File: src/rtl/aes_sequencer.sv
// aes_sequencer: collects a 128-bit key and data block byte by byte,
// shifts them serially into a bit-serial AES core, waits for completion
// (with a timeout), captures the serial result and streams it out as
// 16 bytes with a last marker.
module aes_sequencer #(
    parameter int TIMEOUT_CYCLES = 4096
) (
    input  logic       clk,
    input  logic       rst_n,
    // command
    input  logic       cmd_valid,
    output logic       cmd_ready,
    input  logic       cmd_decrypt,
    // key/data byte stream in
    input  logic       in_valid,
    output logic       in_ready,
    input  logic [7:0] in_key,
    input  logic [7:0] in_data,
    // result byte stream out
    output logic       out_valid,
    input  logic       out_ready,
    output logic [7:0] out_data,
    output logic       out_last,
    // serial AES core drive
    output logic       aes_key_bit,
    output logic       aes_data_bit,
    output logic       aes_start,
    output logic       aes_decrypt,
    // serial AES core result/status
    input  logic       aes_data_out_bit,
    input  logic       aes_busy,
    input  logic       aes_done,
    // status
    output logic       seq_busy,
    output logic       seq_error
);

    localparam logic [2:0] S_IDLE    = 3'd0;
    localparam logic [2:0] S_COLLECT = 3'd1;
    localparam logic [2:0] S_SHIFT   = 3'd2;
    localparam logic [2:0] S_START   = 3'd3;
    localparam logic [2:0] S_WAIT    = 3'd4;
    localparam logic [2:0] S_CAPTURE = 3'd5;
    localparam logic [2:0] S_DRAIN   = 3'd6;
    localparam logic [2:0] S_ERROR   = 3'd7;

    // Wait counter must be able to hold TIMEOUT_CYCLES itself.
    localparam int              CNT_W     = $clog2(TIMEOUT_CYCLES + 1);
    localparam logic [CNT_W-1:0] TIMEOUT_W = CNT_W'(TIMEOUT_CYCLES);

    logic [2:0]       state_q,    state_d;
    logic             decrypt_q,  decrypt_d;
    logic [127:0]     key_q,      key_d;
    logic [127:0]     data_q,     data_d;
    logic [127:0]     result_q,   result_d;
    logic [6:0]       bit_cnt_q,  bit_cnt_d;
    logic [3:0]       byte_cnt_q, byte_cnt_d;
    logic [CNT_W-1:0] wait_cnt_q, wait_cnt_d;

    logic idle_like;

    // Output decode: everything is a function of state except cmd_ready,
    // which must also respect the core's busy flag.
    assign idle_like    = (state_q == S_IDLE) || (state_q == S_ERROR);
    assign cmd_ready    = idle_like && !aes_busy;
    assign in_ready     = (state_q == S_COLLECT);
    assign seq_busy     = !idle_like;
    assign seq_error    = (state_q == S_ERROR);
    assign aes_key_bit  = (state_q == S_SHIFT) && key_q[127];
    assign aes_data_bit = (state_q == S_SHIFT) && data_q[127];
    assign aes_start    = (state_q == S_START);
    assign aes_decrypt  = seq_busy && decrypt_q;
    assign out_valid    = (state_q == S_DRAIN);
    assign out_data     = out_valid ? result_q[127:120] : 8'h00;
    assign out_last     = out_valid && (byte_cnt_q == 4'd15);

    // Next-state and datapath logic. Key, data and result live in shift
    // registers: byte 0 / bit 0 of every phase ends up at (or leaves from)
    // the MSB end, so no indexed access is needed.
    always_comb begin
        state_d    = state_q;
        decrypt_d  = decrypt_q;
        key_d      = key_q;
        data_d     = data_q;
        result_d   = result_q;
        bit_cnt_d  = bit_cnt_q;
        byte_cnt_d = byte_cnt_q;
        wait_cnt_d = wait_cnt_q;

        case (state_q)
            S_IDLE, S_ERROR: begin
                if (cmd_valid && cmd_ready) begin
                    decrypt_d  = cmd_decrypt;
                    byte_cnt_d = 4'd0;
                    state_d    = S_COLLECT;
                end
            end
            S_COLLECT: begin
                if (in_valid && in_ready) begin
                    key_d  = {key_q[119:0], in_key};
                    data_d = {data_q[119:0], in_data};
                    if (byte_cnt_q == 4'd15) begin
                        byte_cnt_d = 4'd0;
                        bit_cnt_d  = 7'd0;
                        state_d    = S_SHIFT;
                    end else begin
                        byte_cnt_d = byte_cnt_q + 4'd1;
                    end
                end
            end
            S_SHIFT: begin
                key_d  = {key_q[126:0], 1'b0};
                data_d = {data_q[126:0], 1'b0};
                if (bit_cnt_q == 7'd127) begin
                    bit_cnt_d  = 7'd0;
                    wait_cnt_d = '0;
                    state_d    = S_START;
                end else begin
                    bit_cnt_d = bit_cnt_q + 7'd1;
                end
            end
            S_START: begin
                wait_cnt_d = wait_cnt_q + CNT_W'(1);
                state_d    = S_WAIT;
            end
            S_WAIT: begin
                // done wins over an expiring timeout in the same cycle
                if (aes_done) begin
                    bit_cnt_d = 7'd0;
                    state_d   = S_CAPTURE;
                end else if (wait_cnt_q >= TIMEOUT_W) begin
                    state_d = S_ERROR;
                end else begin
                    wait_cnt_d = wait_cnt_q + CNT_W'(1);
                end
            end
            S_CAPTURE: begin
                result_d = {result_q[126:0], aes_data_out_bit};
                if (bit_cnt_q == 7'd127) begin
                    bit_cnt_d  = 7'd0;
                    byte_cnt_d = 4'd0;
                    state_d    = S_DRAIN;
                end else begin
                    bit_cnt_d = bit_cnt_q + 7'd1;
                end
            end
            S_DRAIN: begin
                if (out_ready) begin
                    result_d = {result_q[119:0], 8'h00};
                    if (byte_cnt_q == 4'd15) begin
                        byte_cnt_d = 4'd0;
                        state_d    = S_IDLE;
                    end else begin
                        byte_cnt_d = byte_cnt_q + 4'd1;
                    end
                end
            end
            default: state_d = S_IDLE;
        endcase
    end

    // State and datapath registers; reset abandons any block in flight.
    always_ff @(posedge clk or negedge rst_n) begin
        if (!rst_n) begin
            state_q    <= S_IDLE;
            decrypt_q  <= 1'b0;
            key_q      <= '0;
            data_q     <= '0;
            result_q   <= '0;
            bit_cnt_q  <= '0;
            byte_cnt_q <= '0;
            wait_cnt_q <= '0;
        end else begin
            state_q    <= state_d;
            decrypt_q  <= decrypt_d;
            key_q      <= key_d;
            data_q     <= data_d;
            result_q   <= result_d;
            bit_cnt_q  <= bit_cnt_d;
            byte_cnt_q <= byte_cnt_d;
            wait_cnt_q <= wait_cnt_d;
        end
    end

endmodule

File: config.mk
export PLATFORM = sky130hd
export DESIGN_NAME = aes_sequencer
export DESIGN_NICKNAME = d
export VERILOG_FILES = /design/src/rtl/aes_sequencer.sv
export SDC_FILE = /design/constraint.sdc
export NUM_CORES = 1
export LEC_CHECK = 0
export BUFFER_PORTS_ARGS = -buffer_cell sky130_fd_sc_hd__clkbuf_2
export CAP_MARGIN = 25
export CORE_MARGIN = 3
export CORE_UTILIZATION = 37
export DETAILED_ROUTE_END_ITERATION = 12
export PLACE_DENSITY = 0.64
export SLEW_MARGIN = 25
export SYNTH_ARGS = -nofsm -noshare
export SYNTH_HDL_FRONTEND = slang
export SYNTH_SLANG_ARGS = --single-unit
File: constraint.sdc
create_clock -name clk -period 1.91 [get_ports clk]
set_input_delay 0.191 -clock clk [delete_from_list [all_inputs] [get_ports clk]]
set_output_delay 0.191 -clock clk [all_outputs]
set_load 0.02 [all_outputs]
==> results by stage <==
Finish:
- The fraction of final layout cells sized beyond drive strength 1 is 23.0%.
- Cells fill 50.0% of the core in the end.
- The number of inserted diodes is 0.
- For this run, the number of standard cells in the final layout without fillers is 2852.
- The net count of the finished layout is 2181.
- Compared with the post-synthesis result, the final layout area differs by 32.9%.

Synthesis:
- The cell count after synthesis is 1984.
- In the post-synthesis netlist, the biggest area contributors are sky130_fd_sc_hd__dfrtp_1 56%, sky130_fd_sc_hd__nor2_1 8.3%, sky130_fd_sc_hd__nand2_1 7.4%, sky130_fd_sc_hd__mux2i_1 6.7%, sky130_fd_sc_hd__o22ai_1 4.8%.
- Sequential cells were found to cover 55.8% of the synthesized design area.
- After synthesis the cells add up to 0.0185 mm2.
- A synthesized cell averages 9.31 um2.
- The yosys synthesis warning count is 0.
- The cell type with the highest aggregate area in the netlist is sky130_fd_sc_hd__dfrtp_1.
- In this run the biggest area consumer among cell types represents 55.8% of the synthesized area.
- The proportion of register bits with asynchronous set or reset after synthesis is 100%.
- The number of synthesized register bits is 412.
- In this run, synthesis inferred 0 flip-flops with an integrated enable.
- In the synthesized netlist the dominant register cell turns out to be sky130_fd_sc_hd__dfrtp_1.
- The number of nets handed over by synthesis was 2012.
- The count of unique library cells instantiated by Yosys is 55.

Worst setup path:
- The kind of capture point of the worst setup path is a register.
- For the worst setup path, the data required time is 2.39 ns.
- The critical-path maximum fanout is 8.
- The setup path with the least slack is of type register to register.
- Tracing the worst setup path back leads to its startpoint at state_q[2]$_DFFE_PN0P_.
- STA classifies the critical path startpoint as a register.
- For the worst setup path, the data arrival time is 2.50 ns.
- The startpoint identified for the worst register-to-register timing path is state_q[2]$_DFFE_PN0P_.

STA:
- Setup repair after global routing could not meet its margin everywhere.
- The number of hold violations in the final report came to 0.
- Setup violations remaining at the end of the flow were counted as 111.
- For the final database, setup skew stands at 0.0174 ns.
- The share of the clock period used by the worst path is 106%.
- For the pin with the worst max-slew slack, the measured transition is 0.417 ns.
- Derived from the worst setup path, the maximum achievable clock frequency is 494 MHz.
- The number of slew-limit violations in the final report is 0.
- Measured against its own limit, the worst slew margin works out to 72.2%.
- The routed design could run at a clock period as short as 2.02 ns.
- Across all setup checks in the final design, the least slack found is -0.114 ns.

Global routing:
- The global-route track usage on met2 is 24.2%.
- The most utilized layer in the global route result is met2.
- The via count of the first global-routing pass is 14.0k.
- The combined global-route utilization of all metal layers is 14.6%.
- Global routing consumed, on the met3 layer, 2.40% of the routing resources.
- The global routing usage on met1 is 20.1%.
- The initial antenna violation count was 0.
- The global-route wire length before repair is 67.4 mm.
- The global route total overflow is 0.
- The maximum number of pins on one net before global-route repair is 114.

Clock network:
- The H-tree generated during clock tree synthesis spans 2 levels.
- CTS placed an instance of sky130_fd_sc_hd__clkbuf_16 at the clock tree root.
- TritonCTS built the clock tree.
- The number of sinks on the clock net is 412.
- The clock slew seen by the registers of the worst setup and hold paths is 0.06 ns.
- The clock network latency to the later pin of the worst-skew pair is 0.56 ns.
- The maximum number of buffers from clock root to sink is 3.
- In this run, CTS created clock tree buffers numbering 45.

Place:
- In this run the tool buffered the top-level ports with 42 buffer cells.
- Routability-driven placement finished with a final weighted congestion of 0.759.
- After detailed placement, the design holds a cell count of 2619.
- Before CTS, the worst setup slack after placement is 0.0266 ns.
- The wire-length estimate of the detail-placed layout is 23.6 mm.

Power and ir drop:
- In this run the power density over the cells is 1630 mW/mm2.
- The leakage power figure is 10.2 nW.
- The worst-case IR drop observed on VDD is 0.908 mV.

Route:
- The vias per cell is 5.38.
- The first TritonRoute pass finished after 5 iterations.
- The first routing iteration left 1110 violations.
- For this run, design rule violations remaining after detail routing come to 0.
- The residual antenna-violating net count after detailed routing is 0.
- The total number of vias is 15.3k.
- The total length of routed wires is 49.8 mm.
- The post-detailed-route wirelength per cell is 17.5 um.

Floorplan:
- The number of I/O pins is 43.
- The effective utilization at floorplan is 37.6%.
- The floorplan row count is 81.
- From bottom edge to top edge, the die measures 229 um.
- The core footprint is 0.0492 mm2.
- The total die area is 0.0527 mm2.
- The overall die width is 229 um.

Status:
- The checks that failed: negative setup slack.
- The run finished, with violations left.

Worst hold path:
- In this run the worst hold path is classified as primary input to register.
- The worst hold path begins at aes_busy.

Flow run:
- The max capacitance violation total is 0.
==> report_power, final <==
part	leakage [nW]	switching [mW]	total, mW	internal (mW)
registers	4.79	2.25	13.7	11.5
clock network	0.766	3.54	8.97	5.42
logic	4.64	8.91	17.3	8.41
total	10.2	14.7	40.0	25.3
==> cell usage after synthesis (2+ instances only) <==
cell type,number
sky130_fd_sc_hd__buf_1,15
sky130_fd_sc_hd__inv_1,6
sky130_fd_sc_hd__ha_1,3
sky130_fd_sc_hd__o21ai_1,49
sky130_fd_sc_hd__a2111oi_0,2
sky130_fd_sc_hd__dfrtp_1,412
sky130_fd_sc_hd__clkbuf_1,49
sky130_fd_sc_hd__o31ai_1,6
sky130_fd_sc_hd__nand3_1,12
sky130_fd_sc_hd__buf_4,16
sky130_fd_sc_hd__nor3_1,7
sky130_fd_sc_hd__o21a_1,2
sky130_fd_sc_hd__or3_1,4
sky130_fd_sc_hd__and2_1,13
sky130_fd_sc_hd__nand4_1,2
sky130_fd_sc_hd__and3_1,7
sky130_fd_sc_hd__nand2_1,364
sky130_fd_sc_hd__a211oi_1,2
sky130_fd_sc_hd__o22ai_1,142
sky130_fd_sc_hd__a31oi_1,117
sky130_fd_sc_hd__buf_6,16
sky130_fd_sc_hd__or4_1,3
sky130_fd_sc_hd__a21o_1,6
sky130_fd_sc_hd__and3b_1,2
sky130_fd_sc_hd__a22o_1,11
sky130_fd_sc_hd__buf_2,45
sky130_fd_sc_hd__o22a_1,2
sky130_fd_sc_hd__o21ai_0,92
sky130_fd_sc_hd__a41oi_1,2
sky130_fd_sc_hd__a21oi_1,14
sky130_fd_sc_hd__nor2_1,409
sky130_fd_sc_hd__mux2i_1,123
sky130_fd_sc_hd__clkbuf_2,4
sky130_fd_sc_hd__nand3_2,2
sky130_fd_sc_hd__nor2b_1,3
==> cells in the final DEF (no fill, tap or decap), types with 4 or more instances in the layout <==
master	synthesis	final
sky130_fd_sc_hd__o31ai_1	6	6
sky130_fd_sc_hd__a22o_1	11	11
sky130_fd_sc_hd__nand2_2	1	47
sky130_fd_sc_hd__and2_4	1	10
sky130_fd_sc_hd__o21ai_0	92	23
sky130_fd_sc_hd__bufinv_16	0	4
sky130_fd_sc_hd__clkbuf_16	0	92
sky130_fd_sc_hd__buf_16	0	14
sky130_fd_sc_hd__a31oi_1	117	117
sky130_fd_sc_hd__or3_4	0	4
sky130_fd_sc_hd__nor2_1	409	405
sky130_fd_sc_hd__and2_1	13	4
sky130_fd_sc_hd__and3_1	7	6
sky130_fd_sc_hd__o21ai_1	49	61
sky130_fd_sc_hd__inv_1	6	6
sky130_fd_sc_hd__o21ai_2	0	57
sky130_fd_sc_hd__clkbuf_8	0	13
sky130_fd_sc_hd__buf_12	0	35
sky130_fd_sc_hd__buf_4	16	75
sky130_fd_sc_hd__dlygate4sd3_1	0	19
sky130_fd_sc_hd__nand2_1	364	289
sky130_fd_sc_hd__buf_6	16	31
sky130_fd_sc_hd__a21oi_1	14	11
sky130_fd_sc_hd__clkbuf_1	49	9
sky130_fd_sc_hd__nand2_4	0	30
sky130_fd_sc_hd__dfrtp_1	412	410
sky130_fd_sc_hd__clkbuf_2	4	26
sky130_fd_sc_hd__nand3_1	12	11
sky130_fd_sc_hd__o22ai_1	142	142
sky130_fd_sc_hd__a21o_1	6	6
sky130_fd_sc_hd__nor3_1	7	5
sky130_fd_sc_hd__mux2i_1	123	117
sky130_fd_sc_hd__mux2i_2	0	5
sky130_fd_sc_hd__buf_8	0	12
sky130_fd_sc_hd__clkinv_2	0	10
==> repair_timing <==
action                                 in CTS  in global routing
buffers inserted                           18                 46
pin swaps                                   7                 92
setup endpoints to repair                  17                372
resized for setup                          56                338
cloned                                      0                 70
endpoints found under the hold margin     205                  0
hold buffers                               19                  0
==> critical path, stage by stage (launching register included) <==
cell and delay [ns]:
sky130_fd_sc_hd__dfrtp_2 0.43, sky130_fd_sc_hd__buf_6 0.14, sky130_fd_sc_hd__and2_4 0.15, sky130_fd_sc_hd__nand2b_4 0.17, sky130_fd_sc_hd__inv_12 0.05, sky130_fd_sc_hd__buf_6 0.12
sky130_fd_sc_hd__a21oi_4 0.15, sky130_fd_sc_hd__buf_12 0.15, sky130_fd_sc_hd__buf_6 0.10, sky130_fd_sc_hd__buf_12 0.15, sky130_fd_sc_hd__clkbuf_16 0.18, sky130_fd_sc_hd__nand2_4 0.04
sky130_fd_sc_hd__o21ai_1 0.10
==> kinds of logic (layout without fill, tap and decap cells) <==
kind of cell             count (synthesis)  in the layout  share of synthesized area, %
multiplexers                           124            124                          6.72
AO/OA/AOI/OAI                          453            453                          14.8
flip-flops                             412            412                          55.8
XOR/XNOR                                 2              2                        0.0948
AND/OR/NAND/NOR                        837            843                          18.0
adder cells (fa/ha/maj)                  3              3                         0.203
buffers and inverters                  153            351                          4.43
==> per-stage QoR <==
| step | setup TNS, ns | total power [mW] | hold slack (ns) | area, um2 |
|---|---|---|---|---|
| after global placement | 0 | 24.2 | 0.124 | 19700 |
| after global routing | -16.17 | 42.3 | 0.0939 | 24600 |
| after floorplan | 0 | 21.7 | -0.105 | 18500 |
| after CTS | -2.76 | 34.2 | 0.0385 | 21700 |
| final | -5.49 | 40.0 | 0.0763 | 24600 |
| after detailed placement | 0 | 24.6 | 0.133 | 19700 |
==> layout make-up <==
type	instances	area, um2
Multi-Input combinational cell	1425	8160
Sequential cell	412	10300
Clock buffer	67	1350
Tap cell	664	831
Timing Repair inverter	1	8.76
Fill cell	4259	24600
Timing Repair Buffer	260	3670
Inverter	8	42.5
Clock inverter	15	186
==> state kept, by name, summed over array words and instances, names as in the netlist <==
signal and cells:
key_q 128, wait_cnt_q 13, decrypt_q 1, result_q 128, state_q 3, data_q 128
bit_cnt_q 7, byte_cnt_q 4
==> per-layer routing <==
layer  part of all wire, %  wire [um]  vias to the layer above
li1                      -          -                     7238
met1                    45      22400                     7737
met2                    49      24400                      291
met3                   3.6       1810                       80
met4                   2.5       1230                        0
met5                     0          0                        -
==> path summary, 6_finish.rpt <==
kind	end	slack, ns	cells past startpoint
setup / recovery	result_q[17]$_DFFE_PN0P_	-0.11	12
hold / removal	decrypt_q$_DFFE_PN0P_	0.08	4
setup reg to reg	result_q[17]$_DFFE_PN0P_	-0.11	12
hold reg to reg	wait_cnt_q[11]$_DFFE_PN0P_	0.48	1
max in group asynchronous	state_q[2]$_DFFE_PN0P_	0.95	3
min in group asynchronous	result_q[99]$_DFFE_PN0P_	0.14	2
(Power assumes the default switching activity.)
